==> src/rtl/hls_stream_pkg.sv <==
// Shared stream types and helpers for the HLS-style pixel pipeline.
// The beat struct is reused by the line buffers and kernels downstream.
package hls_stream_pkg;

  localparam int unsigned DW = 16;

  typedef logic [DW-1:0] pixel_t;

  typedef struct packed {
    pixel_t data;
    logic   sof;
    logic   eol;
  } beat_t;

  // Counter width that stays at least one bit for single-value ranges.
  function automatic int unsigned cnt_w(input int unsigned n);
    return (n > 1) ? $clog2(n) : 1;
  endfunction

endpackage

==> src/rtl/pad_beat_counter.sv <==
// Column/row beat counter for the padded output raster.
// Advances on en; column wraps at OUT_W, row wraps at IMG_H.
module pad_beat_counter
  import hls_stream_pkg::*;
#(
  parameter int unsigned OUT_W = 66,
  parameter int unsigned IMG_H = 64,
  localparam int unsigned CW   = cnt_w(OUT_W),
  localparam int unsigned RW   = cnt_w(IMG_H)
) (
  input  logic          clk,
  input  logic          rst_n,
  input  logic          en,
  output logic [CW-1:0] col,
  output logic [RW-1:0] row,
  output logic          last_col,
  output logic          last_frame
);

  localparam logic [CW-1:0] ColMax = CW'(OUT_W - 1);
  localparam logic [RW-1:0] RowMax = RW'(IMG_H - 1);

  logic [CW-1:0] col_q, col_d;
  logic [RW-1:0] row_q, row_d;
  logic          last_row;

  assign last_col   = (col_q == ColMax);
  assign last_row   = (row_q == RowMax);
  assign last_frame = last_col && last_row;
  assign col        = col_q;
  assign row        = row_q;

  always_comb begin
    col_d = col_q;
    row_d = row_q;
    if (en) begin
      if (last_col) begin
        col_d = '0;
        row_d = last_row ? '0 : row_q + RW'(1);
      end else begin
        col_d = col_q + CW'(1);
      end
    end
  end

  always_ff @(posedge clk or negedge rst_n) begin
    if (!rst_n) begin
      col_q <= '0;
      row_q <= '0;
    end else begin
      col_q <= col_d;
      row_q <= row_d;
    end
  end

endmodule

==> src/rtl/repeat_edge_pad_stream.sv <==
// Edge-replicating horizontal padder: each row is emitted as PAD_L copies of pixel 0,
// the IMG_W pixels, then PAD_R copies of the last pixel. Valid/ready, one beat per cycle.
module repeat_edge_pad_stream
  import hls_stream_pkg::*;
#(
  parameter int unsigned DW    = hls_stream_pkg::DW,
  parameter int unsigned IMG_W = 64,
  parameter int unsigned IMG_H = 64,
  parameter int unsigned PAD_L = 1,
  parameter int unsigned PAD_R = 1
) (
  input  logic          clk,
  input  logic          rst_n,
  input  logic [DW-1:0] in_data,
  input  logic          in_valid,
  output logic          in_ready,
  output logic [DW-1:0] out_data,
  output logic          out_valid,
  input  logic          out_ready,
  output logic          out_sof,
  output logic          out_eol,
  output logic          frame_done
);

  localparam int unsigned OUT_W = PAD_L + IMG_W + PAD_R;
  localparam int unsigned CW    = cnt_w(OUT_W);
  localparam int unsigned RW    = cnt_w(IMG_H);

  // Columns that pull a fresh pixel besides column 0; empty range when IMG_W == 1.
  localparam logic [31:0] NewLo = 32'(PAD_L + 1);
  localparam logic [31:0] NewHi = 32'(PAD_L + IMG_W - 1);

  logic [CW-1:0] ocol;
  logic [RW-1:0] orow;
  logic [31:0]   ocol_ext;
  logic          last_col;
  logic          last_frame;
  logic          first_beat;
  logic          need_new;
  logic          adv;
  logic          issue;

  logic [DW-1:0] hold_q, hold_d;
  logic [DW-1:0] data_q, data_d;
  logic          valid_q, valid_d;
  logic          sof_q, sof_d;
  logic          eol_q, eol_d;
  logic          last_q, last_d;

  pad_beat_counter #(
    .OUT_W (OUT_W),
    .IMG_H (IMG_H)
  ) u_cnt (
    .clk        (clk),
    .rst_n      (rst_n),
    .en         (issue),
    .col        (ocol),
    .row        (orow),
    .last_col   (last_col),
    .last_frame (last_frame)
  );

  always_comb begin
    ocol_ext   = 32'(ocol);
    need_new   = (ocol == '0) || ((ocol_ext >= NewLo) && (ocol_ext <= NewHi));
    first_beat = (ocol == '0) && (orow == '0);
    adv        = !valid_q || out_ready;
    issue      = adv && (!need_new || in_valid);
  end

  // Gated with rst_n so the source sees no acceptance while the block is held in reset.
  assign in_ready = rst_n && adv && need_new;

  always_comb begin
    hold_d  = hold_q;
    data_d  = data_q;
    valid_d = valid_q;
    sof_d   = sof_q;
    eol_d   = eol_q;
    last_d  = last_q;
    if (issue) begin
      valid_d = 1'b1;
      data_d  = need_new ? in_data : hold_q;
      sof_d   = first_beat;
      eol_d   = last_col;
      last_d  = last_frame;
      if (need_new) begin
        hold_d = in_data;
      end
    end else if (adv) begin
      valid_d = 1'b0;
      sof_d   = 1'b0;
      eol_d   = 1'b0;
      last_d  = 1'b0;
    end
  end

  always_ff @(posedge clk or negedge rst_n) begin
    if (!rst_n) begin
      hold_q  <= '0;
      data_q  <= '0;
      valid_q <= 1'b0;
      sof_q   <= 1'b0;
      eol_q   <= 1'b0;
      last_q  <= 1'b0;
    end else begin
      hold_q  <= hold_d;
      data_q  <= data_d;
      valid_q <= valid_d;
      sof_q   <= sof_d;
      eol_q   <= eol_d;
      last_q  <= last_d;
    end
  end

  assign out_data   = data_q;
  assign out_valid  = valid_q;
  assign out_sof    = sof_q;
  assign out_eol    = eol_q;
  assign frame_done = valid_q && out_ready && last_q;

endmodule

==> config.mk <==
export PLATFORM = sky130hd
export DESIGN_NAME = repeat_edge_pad_stream
export DESIGN_NICKNAME = d
export VERILOG_FILES = /design/src/rtl/hls_stream_pkg.sv /design/src/rtl/pad_beat_counter.sv /design/src/rtl/repeat_edge_pad_stream.sv
export SDC_FILE = /design/constraint.sdc
export NUM_CORES = 1
export LEC_CHECK = 0
export ABC_AREA = 1
export ABC_CLOCK_PERIOD_IN_PS = 1500
export CAP_MARGIN = 20
export CORE_ASPECT_RATIO = 1.75
export CORE_MARGIN = 4
export CORE_UTILIZATION = 56
export DETAILED_ROUTE_END_ITERATION = 12
export DONT_BUFFER_PORTS = 1
export GPL_ROUTABILITY_DRIVEN = 0
export PLACE_DENSITY = 0.74
export SYNTH_ARGS = -nofsm -noshare
export SYNTH_HDL_FRONTEND = slang
export SYNTH_SLANG_ARGS = --single-unit
==> constraint.sdc <==
create_clock -name clk -period 1.5 [get_ports clk]
set_input_delay 0.375 -clock clk [delete_from_list [all_inputs] [get_ports clk]]
set_output_delay 0.375 -clock clk [all_outputs]
set_load 0.02 [all_outputs]
# Word level (Yosys, flattened, before mapping)
# Cells that the tools add are included.
[classes]
add_sub_neg = 2
order_cmp = 2
eq_ne = 2
mux = 8
reduce_logical = 18
[op_table]
columns = ["operator", "count"]
rows = [
  ["$mux 16", 1],
  ["$logic_and 1x1->1", 8],
  ["$add 7x1->7 const B", 1],
  ["$eq 7x7->1 const B", 1],
  ["$ge 7x2->1 const B", 1],
  ["$le 7x7->1 const B", 1],
  ["$logic_not 7->1", 1],
  ["$mux 7", 1],
  ["$add 6x1->6 const B", 1],
  ["$eq 6x6->1 const B", 1],
  ["$logic_not 6->1", 1],
  ["$mux 6", 1],
  ["$mux 1", 5],
  ["$reduce_and 2->1", 2],
  ["$logic_or 1x1->1", 3],
  ["$logic_not 1->1", 2],
  ["$reduce_bool 2->1", 1],
]
[totals]
ff_bits = 33
in_bits = 20
output_inout_bits = 21

# Longest topological paths before layout
[depth]
ltp_word = 7
depth_mapped = 11
mapped_depth_nobuf = 10

# By module
# Synthesis repeated with hierarchy kept, for this count alone.
[unflattened]
hier_cells = 205
hier_area_um2 = 1701.6
[modules_own_cells]
columns = ["module", "instances", "cells_per_inst", "area_each_um2"]
rows = [
  ["repeat_edge_pad_stream", 1, 118, 970.9],
  ["pad_beat_counter", 1, 87, 730.7],
]

# Worst setup path before layout
# Ideal clock, no wire load.
[synth_path]
kind = "register to output"
from = "register u_cnt.col_q[0] (netlist: u_cnt.col[0])"
to = "output port in_ready"
arrival_time_ps = 1272
t_required_ps = 1125
slack_ps = -147
stages_incl_launch_ff = 9
n_path_buf = 0
cell_sequence = "dfrtp_1 inv_1 ha_1 nand3_1 nand2_1 nand2_2 nand2_4 nand2_1 nor2_1"
[synth_between]
elab_chain_len = 4
word_cells_on_any_way = 6
[synth_rtl]
columns = ["item", "line_no", "text"]
rows = [
  ["from (decl)", "pad_beat_counter.sv:23", "logic [CW-1:0] col_q, col_d;"],
  ["from (signal assigned)", "pad_beat_counter.sv:51", "col_q <= col_d;"],
  ["$ge 7x2->1 or $le 7x7->1 (tied branches)", "repeat_edge_pad_stream.sv:65", "need_new = (ocol == '0) || ((ocol_ext >= NewLo) && (ocol_ext <= NewHi));"],
  ["$logic_and 1x1->1", "repeat_edge_pad_stream.sv:65", ""],
  ["$logic_or 1x1->1 *", "repeat_edge_pad_stream.sv:65", ""],
  ["$logic_and 1x1->1 *", "repeat_edge_pad_stream.sv:72", "assign in_ready = rst_n && adv && need_new;"],
  ["to (decl)", "repeat_edge_pad_stream.sv:16", "output logic in_ready,"],
]
# Every way passes the cells marked *; elsewhere a longest branch is shown, timed or not.

# Final worst setup path
[layout_path]
from = "register u_cnt.col_q[1] (netlist: u_cnt.col[1])"
to = "output port in_ready"
# The elaborated chain is that of the path after synthesis.

==> impl_metrics.env <==
export IMPL_synth_top_cell_area_share_pct=45.8
export IMPL_max_cap_violations=0
export IMPL_io_pins=41
export IMPL_synthFlopType="dfrtp_1"
export IMPL_ys_ff_latch=33
export IMPL_skew_ns=0.00508
export IMPL_vias=1487
export IMPL_yosys_warnings=0
export IMPL_end_kind="output port"
export IMPL_routed_via_density=5.33
export IMPL_drive_above_1_share_pct=43.6
export IMPL_finalWorstPathRequiredPeriod_ns=1.77
export IMPL_slew_headroom_pct=79.7
export IMPL_cts_buffer_depth=2
export IMPL_synth_simple_gate_area_share_pct=25.6
export IMPL_dieArea_mm2=0.00422
export IMPL_io_buffers=0
export IMPL_final_area_mm2=0.00236
export IMPL_peakVddDrop_uv=1520
export IMPL_syn_avg_cell_area_um2=8.83
export IMPL_yosysTopAreaCell="dfrtp_1"
export IMPL_ys_seq_area_share_pct=45.8
export IMPL_total_power_mw=5.08
export IMPL_wl_per_cell_um=16.9
export IMPL_antenna_found_initial=0
export IMPL_area_growth_pct=31.1
export IMPL_drt_iter0_drc=34
export IMPL_synth_adder_area_share_pct=4.17
export IMPL_crit_arrival_ns=1.40
export IMPL_cts_htree_levels=2
export IMPL_crit_fanout=4
export IMPL_start_kind="flop"
export IMPL_start_util_pct=58.0
export IMPL_path_clk_slew_ns=0.07
export IMPL_yosysMostFrequentCell="nand2_1"
export IMPL_cts_buffers=5
export IMPL_fin_setup_tns_ns=-5.39
export IMPL_worst_pin_slew_ns=0.302
export IMPL_synth_xor_area_share_pct=3.40
export IMPL_violations="setup timing"
export IMPL_hpwl_um=3020
export IMPL_grt_pass1_vias=1540
export IMPL_post_dp_cell_area_mm2=0.00196
export IMPL_core_mm2=0.00311
export IMPL_grt_overflow_total=0
export IMPL_synth_compound_area_share_pct=12.0
export IMPL_syn_inst=204
export IMPL_netlist_area_mm2=0.00180
export IMPL_drc_errors=0
export IMPL_finalWorstSetupSlack_ns=-0.271
export IMPL_root_buffer="clkbuf_8"
export IMPL_synth_top_family_by_area="simple AND/OR/NAND/NOR gates"
export IMPL_synth_edff_count=0
export IMPL_rsz0062_at_grt="true"
export IMPL_leakage_nw=1.16
export IMPL_cts_num_sinks=33
export IMPL_hold_slack_ns=0.221
export IMPL_r2r_slack_ns=-0.21
export IMPL_synth_common_cells="nand2_1 (56), dfrtp_1 (33), inv_1 (30)"
export IMPL_clkLatencyLatePin_ns=0.29
export IMPL_hold_viol=0
export IMPL_status="complete, but fails checks"
export IMPL_finalNetCount=261
export IMPL_grt_pass1_wl_um=7100
export IMPL_synth_top_cells_by_area="dfrtp_1 (46%), nand2_1 (12%), o21ai_2 (11%)"
export IMPL_wirelength_um=4700
export IMPL_fmax_ghz=0.565
export IMPL_synthDistinctLibCells=21
export IMPL_antenna_cells=0
export IMPL_hp_class="in -> reg"
export IMPL_required_ns=1.12
export IMPL_grt_max_degree=34
export IMPL_rows=27
export IMPL_cts_tree="yes"
export IMPL_syn_nets=230
export IMPL_yosys_mux_area_fraction_pct=0
export IMPL_slew_violations=0
export IMPL_fp_dieH_um=83.0
export IMPL_fin_crit_sh_pct=118
export IMPL_setup_violations=34
export IMPL_die_w_um=50.9
export IMPL_ys_async_sr_fraction_pct=100
export IMPL_crit_type="reg -> out"
export IMPL_track_usage_pct=22.4
export IMPL_power_density_mw_per_mm2=2150
export IMPL_dr_pass1_iters=4
export IMPL_route_antenna_remaining_nets=0
[area by class of cell]
type,count,area [um^2]
repair buffers,28,288
clock buffers,7,96.3
multi-input cells,137,977
flip-flops and latches,33,830
well taps,43,53.8
inverters,30,113
fillers,220,746
clock inverters,1,5.00
[timing repair]
action                                  4_1_cts  5_1_grt
hold buffers                                  2        0
endpoints found under the setup margin        3       34
cloned                                        0        4
pin swaps                                     7        6
buffers inserted                              5        1
hold endpoints to repair                     33        0
gates resized for setup                      15       27
[worst max-delay path: stages, from the launching register on]
cell	delay [ns]
dfrtp_2	0.45
inv_1	0.09
ha_1	0.15
nand3_2	0.10
nand2_4	0.10
nand2_4	0.05
nor2_4	0.16
[cells by family after synthesis]
family | after synthesis
xor gates and xnor gates | 7
AOI/OAI and AO/OA | 26
and+or+nand+nor | 97
adders and majority gates | 6
DFF | 33
buffers and inverters | 35
[state kept, by name (all words and copies together) (netlist names)]
signal,cells
out_valid,1
out_sof,1
u_cnt.row,6
out_eol,1
out_data,16
u_cnt.col,7
last_q,1
[metal layers]
| metal | part of all wire (%) | global-route usage, % | vias to the layer above | wire, um |
|---|---|---|---|---|
| met4 | 2.6 | 11.8 | 0 | 120 |
| met3 | 4.0 | 3.77 | 10 | 190 |
| met2 | 59 | 40.8 | 48 | 2790 |
| li1 | - | - | 702 | - |
| met5 | 0 | 0 | - | 0 |
| met1 | 34 | 23.5 | 727 | 1600 |
[power breakdown]
part | switching (mW) | internal [mW] | leakage, nW | total, mW
Sequential | 0.604 | 1.23 | 0.420 | 1.84
Clock | 0.319 | 0.414 | 0.0542 | 0.733
Combinational | 1.38 | 1.13 | 0.686 | 2.51
Total | 2.31 | 2.77 | 1.16 | 5.08
[stage by stage]
step / worst slack (ns) / cells / util, %
after floorplan: -0.0164 / 204 / -
after global placement: -0.000388 / 259 / 62.9
after detailed placement: -0.0300 / 259 / 62.9
after CTS: -0.271 / 274 / 70.5
after global routing: -0.348 / 279 / 76.0
final: -0.271 / 279 / 76.0
[layout by cell type (no fill, tap or decap)]
| cell type | netlist | routed |
|---|---|---|
| nor3_2 | 0 | 2 |
| nand3_1 | 11 | 8 |
| clkinv_2 | 0 | 1 |
| or2_2 | 2 | 2 |
| dfrtp_1 | 33 | 30 |
| nand4_1 | 6 | 6 |
| buf_12 | 0 | 2 |
| nand2_8 | 1 | 3 |
| inv_1 | 30 | 29 |
| nor2_1 | 7 | 4 |
| ha_4 | 0 | 1 |
| nand2_2 | 1 | 18 |
| nand2_4 | 2 | 3 |
| nor3_1 | 5 | 3 |
| dfrtp_2 | 0 | 3 |
| inv_2 | 0 | 1 |
| ha_1 | 6 | 4 |
| buf_4 | 0 | 20 |
| xor2_1 | 7 | 7 |
| clkbuf_8 | 0 | 7 |
| ha_2 | 0 | 1 |
| o21ai_2 | 23 | 23 |
| nand2_1 | 56 | 37 |
| buf_8 | 0 | 1 |
| and3_1 | 1 | 1 |
| a21oi_1 | 2 | 2 |
| nand3_2 | 2 | 3 |
| buf_6 | 4 | 2 |
| o21ai_0 | 1 | 1 |
| dlygate4sd3_1 | 0 | 1 |
| nand3_4 | 0 | 2 |
| clkbuf_16 | 0 | 2 |
| nor2_4 | 0 | 3 |
| nor2_2 | 3 | 3 |
[path summary, 6_finish.rpt]
check                      depth (start not counted)         start            to
min in group asynchronous                          2         rst_n   out_data[5]
max                                                6  u_cnt.col[1]      in_ready
min reg2reg                                        2        last_q        last_q
min                                                2    in_data[9]   out_data[9]
max reg2reg                                       12  u_cnt.col[1]  out_data[11]
max in group asynchronous                          2         rst_n  u_cnt.col[3]
No activity file was read; power rests on OpenSTA's default activity.
